===== config.mk =====
export PLATFORM = sky130hd
export DESIGN_NAME = exu_lsu_ctrl
export DESIGN_NICKNAME = d
export VERILOG_FILES = /design/src/rtl/exu_lsu_ctrl.sv
export SDC_FILE = /design/constraint.sdc
export NUM_CORES = 1
export LEC_CHECK = 0
export CAP_MARGIN = 20
export CORE_ASPECT_RATIO = 2
export CORE_MARGIN = 4
export CORE_UTILIZATION = 39
export CTS_CLUSTER_SIZE = 10
export DETAILED_ROUTE_END_ITERATION = 12
export GPL_ROUTABILITY_DRIVEN = 1
export PLACE_DENSITY_LB_ADDON = 0.2
export SYNTH_ARGS = -nofsm -noshare
export SYNTH_HDL_FRONTEND = slang
export SYNTH_SLANG_ARGS = --single-unit

===== constraint.sdc =====
create_clock -name clk -period 1.8 [get_ports clk]
set_input_delay 0.36 -clock clk [delete_from_list [all_inputs] [get_ports clk]]
set_output_delay 0.36 -clock clk [all_outputs]
set_load 0.005 [all_outputs]

===== src/rtl/exu_lsu_ctrl.sv =====
// Load/store unit bus controller: takes one AGU access at a time, issues it
// on the memory request channel, waits for the response (or a timeout) and
// hands the result back to the AGU for one cycle.
module exu_lsu_ctrl #(
  parameter int unsigned TMO_CYC = 255   // WAIT cycles without rvalid before timeout (1..1023)
) (
  input  logic        clk,
  input  logic        rst_n,
  // AGU side
  input  logic        hs_ag4ls_val,
  output logic        hs_ls4ag_rdy,
  input  logic [31:0] i_ls_adr,
  input  logic [31:0] i_ls_wdat,
  input  logic [3:0]  i_ls_wen,
  input  logic        i_ls_ren,
  output logic [31:0] o_ls_rdat,
  output logic        o_ls_err,
  // memory request channel
  output logic        o_bus_req,
  output logic        o_bus_we,
  output logic [3:0]  o_bus_be,
  output logic [31:0] o_bus_adr,
  output logic [31:0] o_bus_wdat,
  // grant / response channel
  input  logic        i_bus_gnt,
  input  logic        i_bus_rvalid,
  input  logic [31:0] i_bus_rdat,
  input  logic        i_bus_err
);

  typedef enum logic [1:0] {S_IDLE, S_REQ, S_WAIT, S_DONE} state_t;

  localparam logic [9:0] TMO_LAST = 10'(TMO_CYC - 1);

  state_t      r_state, w_nxt;
  logic [31:0] r_adr, r_wdat, r_rdat;
  logic [3:0]  r_be;
  logic        r_we, r_err, r_flush;
  logic [9:0]  r_cnt;

  logic w_wr, w_acc, w_accept, w_rsp, w_tmo;

  assign w_wr     = |i_ls_wen;
  assign w_acc    = hs_ag4ls_val & (i_ls_ren | w_wr);
  assign w_accept = (r_state == S_IDLE) & w_acc;
  // a response wins over a timeout in the same cycle
  assign w_rsp    = (r_state == S_WAIT) & i_bus_rvalid;
  assign w_tmo    = (r_state == S_WAIT) & ~i_bus_rvalid & (r_cnt == TMO_LAST);

  // bus fields always reflect the latched access; they only matter while o_bus_req is high
  assign o_bus_we   = r_we;
  assign o_bus_be   = r_be;
  assign o_bus_adr  = r_adr;
  assign o_bus_wdat = r_wdat;

  // next-state and AGU/bus handshake outputs
  always_comb begin
    w_nxt        = r_state;
    hs_ls4ag_rdy = 1'b0;
    o_ls_err     = 1'b0;
    o_ls_rdat    = 32'h0;
    o_bus_req    = 1'b0;
    case (r_state)
      S_IDLE: begin
        if (w_acc)             w_nxt = S_REQ;
        else if (hs_ag4ls_val) hs_ls4ag_rdy = 1'b1;  // non-access: complete immediately
      end
      S_REQ: begin
        o_bus_req = 1'b1;
        if (i_bus_gnt)          w_nxt = S_WAIT;
        else if (!hs_ag4ls_val) w_nxt = S_IDLE;      // flushed before grant: withdraw
      end
      S_WAIT: begin
        if (w_rsp || w_tmo) w_nxt = S_DONE;
      end
      S_DONE: begin
        hs_ls4ag_rdy = ~r_flush;
        o_ls_err     = r_err & ~r_flush;
        o_ls_rdat    = r_rdat;
        w_nxt        = S_IDLE;
      end
      default: w_nxt = S_IDLE;
    endcase
  end

  // state register
  always_ff @(posedge clk or negedge rst_n) begin
    if (!rst_n) r_state <= S_IDLE;
    else        r_state <= w_nxt;
  end

  // latch the access on acceptance; reads always use all byte lanes
  always_ff @(posedge clk or negedge rst_n) begin
    if (!rst_n) begin
      r_adr  <= 32'h0;
      r_wdat <= 32'h0;
      r_be   <= 4'h0;
      r_we   <= 1'b0;
    end else if (w_accept) begin
      r_adr  <= i_ls_adr;
      r_wdat <= i_ls_wdat;
      r_be   <= w_wr ? i_ls_wen : 4'hF;
      r_we   <= w_wr;
    end
  end

  // WAIT-cycle counter, restarted on every grant
  always_ff @(posedge clk or negedge rst_n) begin
    if (!rst_n)                                     r_cnt <= 10'h0;
    else if (r_state == S_REQ)                      r_cnt <= 10'h0;
    else if (r_state == S_WAIT && !w_rsp && !w_tmo) r_cnt <= r_cnt + 10'h1;
  end

  // capture response word / error; timeout reports err with a zero word
  always_ff @(posedge clk or negedge rst_n) begin
    if (!rst_n) begin
      r_rdat <= 32'h0;
      r_err  <= 1'b0;
    end else if (w_rsp) begin
      r_rdat <= r_we ? 32'h0 : i_bus_rdat;
      r_err  <= i_bus_err;
    end else if (w_tmo) begin
      r_rdat <= 32'h0;
      r_err  <= 1'b1;
    end
  end

  // flush flag: AGU dropped val once the bus transaction was committed
  always_ff @(posedge clk or negedge rst_n) begin
    if (!rst_n)                                                r_flush <= 1'b0;
    else if (w_accept)                                         r_flush <= 1'b0;
    else if (r_state == S_REQ && i_bus_gnt && !hs_ag4ls_val)   r_flush <= 1'b1;
    else if (r_state == S_WAIT && !hs_ag4ls_val)               r_flush <= 1'b1;
  end

endmodule

* Word-level counts from Yosys, hierarchy flattened
Index checks and enable logic that the tools add are counted.
** Word-level totals
- Register bits :: 115
- Input port bits :: 107
- Output and inout bits :: 104
** Cells by class
- Add/sub/neg operators :: 1
- Equality and inequality tests :: 7
- Mux-type cells :: 22
- Bitwise gates (word level) :: 9
- Reductions and logical operators :: 15
** Operators by type and width (count)
- 32-bit two-way mux :: 4
- 10-bit two-way mux :: 2
- 10-bit by 1-bit adder with 10-bit output, second input constant :: 1
- 10-bit by 8-bit == test with 1-bit output, second input constant :: 1
- 1-bit two-way mux :: 9
- 2-bit two-way mux :: 4
- 2-bit case mux with 4 select lines :: 1
- 1-bit bitwise AND :: 6
- 1-bit logical AND :: 5
- 2-bit == test, second input constant :: 2
- 4-bit two-way mux :: 1
- 2-bit != test, second input constant :: 2
- 2-bit nonzero test :: 2
- 4-bit OR reduction :: 1
- 1-bit zero test :: 3
- 3-bit != test, second input constant :: 1
- 3-bit AND reduction :: 1
- 3-bit nonzero test :: 1
- 2-bit by 1-bit == test with 1-bit output, second input constant :: 1
- 2-bit zero test :: 1
- 1-bit inverter :: 2
- 1-bit case mux with 2 select lines :: 1
- 1-bit logical OR :: 1
- 1-bit OR :: 1

* Logic depth before layout (Yosys ltp)
- Depth after elaboration :: 7
- Mapped depth :: 8
- Depth with buffers taken out :: 6

* Worst setup path before layout
Ideal clock, no wire load.
- Kind :: reg2reg
- Start :: register r_cnt[0]
- End :: register with a tool-made name
- Setup time :: 0.125 ns
- Arrival time :: 1.800 ns
- Data required time :: 1.675 ns
- Slack :: -0.125 ns
- Stages on the path, launching flop included :: 8
- Clock period less this slack :: 1.925 ns
- Cell sequence :: dfrtp_1 inv_1 ha_1 nand4bb_4 o311a_1 buf_6 nor4_2 mux2_2
** RTL lines
- from (decl) :: RTL line 39 : logic [9:0] r_cnt;
- from (signal assigned) :: RTL line 111 : else if (r_state == S_WAIT && !w_rsp && !w_tmo) r_cnt <= r_cnt + 10'h1;

* Final worst setup path
- Start :: register r_state[0]
- End :: output port hs_ls4ag_rdy
** Between the ends
- Longest elaborated chain between the ends :: 2
** Ends and longest elaborated chain
- from (decl) :: RTL line 35 : state_t r_state, w_nxt;
- from (signal assigned) :: RTL line 89 : else r_state <= w_nxt;
- 2-bit == test or 2-bit zero test (tied branches) :: RTL line 63 : case (r_state)
- 1-bit case mux with 2 select lines (*) :: RTL line 63
- to (decl) :: RTL line 11 : output logic hs_ls4ag_rdy,
Every way passes the cells marked *; elsewhere a longest branch is shown, timed or not.

==> results.yml <==
outcome:
  status: "finished, violations left"
  violations: "setup timing"
job:
  drv_cap: 0
logic_synthesis:
  synth_edf_count: 0
  yosysMostFrequentCell: "dfrtp_1"
  synthFlopType: "dfrtp_1"
  ys_seq_area_share_pct: 58.08
  syn_inst: 351
  synth_area_leader_cell: "dfrtp_1"
  ys_ff_latch: 115
  ys_warn_count: 0
  avgSynthCellArea_um2: 14.12
  synth_cell_types: 44
  synthTopCellsByArea: "dfrtp_1 (58%), mux2_4 (9.1%), mux2_2 (6.1%)"
  synth_top_area_share_pct: 58.08
  async_flop_share_pct: 100.0
  syn-num-nets: 464
  syn_area_um2: 4955
  synth_common_cells: "dfrtp_1 (115), and2_1 (36), a22o_1 (32)"
global_route:
  track_usage_pct: 21.61
  grt_start_max_net_pins: 68
  antenna_found_initial: 2
  grt_overflow: 0
  grt_pass1_wl_um: 23870
  grt_pass1_vias: 4406
clock_network:
  clock-sinks: 115
  clockRootBuffer: "clkbuf_16"
  clock_latency_ns: 0.41
  tritoncts: "yes"
  cts_max_level: 4
  cts_buffers: 17
  cts_buffer_depth: 2
  path_clk_slew_ns: 0.05
layout:
  design_area_um2: 8606
  drive_gt1_share_pct: 37.12
  final_nets: 733
  register_area_um2: 2878
  nFillCells: 905
  multi_input_area_um2: 2107
  areaGrowthSynthToFinish_pct: 73.69
sta:
  relSlewSlack_pct: 59.08
  setup_slack_ns: -0.1279
  hold_viol: 0
  timing.final.crit_period_ns: 1.928
  setup_viol: 56
  max_freq_mhz: 518.7
  tightest_slew_ns: 0.6138
  rsz0062_at_grt: "yes"
  clock_skew_ns: 0.009674
  drv_slew: 0
  post-route-period-util_pct: 107.1
worst_setup_path:
  path_buf_inv: 2
  slowest_stage: "dfrtp_1"
  crit_type: "reg2out"
  required_ns: 1.44
  cp_max_fo: 3
  path_cells: "ha_4, buf_6, nor2b_4, a31oi_1, nor2_1, buf_2"
  ff2ff_setup_slack_ns: -0.05
  startpoint: "r_state[0]$_DFFE_PN0P_"
  crit_family: "flip-flops"
  cp-start-kind: "register"
  cp_slowest_stage_delay_ns: 0.41
  endpoint_kind: "primary output"
  timing.rr.end: "o_bus_adr[19]$_DFFE_PN0P_"
  arrival_ns: 1.57
  r2r_cells: 9
power:
  ir_drop_v: 0.0008586
  total_leakage_power_nw: 3.967
  power_density_nw_per_um2: 1581
  total_power_mw: 13.61
  p_sw_mw: 3.777
  p_sw_share_pct: 27.76
  p_int_mw: 9.828
  pwr-share-seq_pct: 32.5
  comb_power_share_pct: 43.3
  p_clk_share_pct: 24.2
placement:
  hpwl_um: 10500
  place_ws_ns: -0.7173
  routabilityCongestion: 0.7959
  dpl-instance-area_um2: 7415
  io_buffers: 210
floorplanning:
  start_util_pct: 39.70
  fp.dieH_um: 167.4
  io_pins: 211
  die_w_um: 87.70
  coreArea_um2: 12480
  die_area_um2: 14680
  fp-row-count: 58
detailed_routing:
  top_layer: "met4"
  met2_length_um: 8852
  dr_total_vias: 3925
  remaining_drc_errors: 0
  wl_per_cell_um: 19.74
  met3_length_um: 896
  dr.pass1.iters: 4
  wl_um: 15500
  routed_via_density: 5.000
  postRouteAntennaNets: 0
  wl_met1_um: 5165
  dr.first_iter.drc_count: 110
worst_hold_path:
  hold_path.class: "in2reg"
  whs_path_depth: 2
  hold_end: "o_bus_be[1]$_DFFE_PN0P_"
  min_from: "i_ls_wen[1]"
-- registers in the layout, summed over array words and instances, names as in the netlist, named ones only --
name        count
r_rdat         32
o_bus_we        1
r_flush         1
r_cnt          10
r_err           1
o_bus_wdat     32
o_bus_adr      32
o_bus_be        4
r_state         1
-- metal layers --
layer  GRT usage [%]  vias to the layer above
li1                -                     1797
met1           22.26                     1946
met2           39.06                      145
met3           5.219                       37
met4           10.96                        0
met5               0                        -
-- power by group through the flow --
| stage | registers, mW | clock network, mW | logic, mW |
|---|---|---|---|
| 4_1_cts | 4.40 | 3.38 | 5.72 |
| 2_1_floorplan | 4.38 | 0 | 2.23 |
| 3_3_place_gp | 4.34 | 0 | 4.88 |
| 3_5_place_dp | 4.41 | 0 | 4.98 |
| 5_1_grt | 4.57 | 3.48 | 6.29 |
| 6_report | 4.42 | 3.29 | 5.89 |
-- cell usage in the layout (no fill, tap or decap), drive strengths merged, types with 6 or more instances in the layout --
master         instances
clkdlybuf4s50        170
dfrtp                115
buf                   90
mux2                  65
and2                  36
a22o                  32
clkbuf                24
nor2                  16
inv                    9
nand2                  8
a21oi                  6
ha                     6
-- stage by stage --
stage	instances	TNS (ns)	hold slack (ns)	util, %
after CTS	776	-3.351	0.2995	67.54
after detailed placement	724	-44.98	0.4084	59.40
final	785	-3.190	0.2075	68.95
after floorplan	351	-0.1247	0.06441	-
after global placement	724	-42.66	0.4002	59.40
after global routing	785	-5.957	0.2127	68.95
-- cells by family (layout without fill, tap and decap cells) --
logic type	count (synthesis)	in the layout	share of synthesized area [%]
other	0	2	0
AND/OR/NAND/NOR	82	82	9.874
AO/OA/AOI/OAI	52	52	8.637
flip-flops	115	115	58.08
buffers and inverters	25	307	3.712
adder cells (fa/ha/maj)	6	6	1.515
XOR/XNOR	3	3	0.5304
multiplexers	68	68	17.65
-- worst max path at each step --
stage              endpoint  depth (start not counted)  slack [ns]
2_1_floorplan      register                          7       -0.07
4_1_cts        hs_ls4ag_rdy                          6       -0.15
5_1_grt        hs_ls4ag_rdy                          6       -0.21
3_5_place_dp   hs_ls4ag_rdy                          6       -0.72
3_3_place_gp   hs_ls4ag_rdy                          6       -0.72
6_report       hs_ls4ag_rdy                          6       -0.13
-- final cells by class --
class | instances | area share, %
multi-input cells | 211 | 24.48
flip-flops and latches | 115 | 33.44
clock buffers | 20 | 5.190
diodes | 2 | 0.05816
well taps | 150 | 2.181
repair buffers | 268 | 32.76
inverters | 7 | 0.3635
clock inverters | 12 | 1.527
-- repair_timing --
action	in CTS	in global routing
endpoints found under the hold margin	67	0
setup endpoints to repair	101	124
gates cloned	8	3
gates resized for setup	217	24
hold buffers	1	0
pin swaps	7	8
setup buffers	11	4
(Power assumes the default switching activity.)
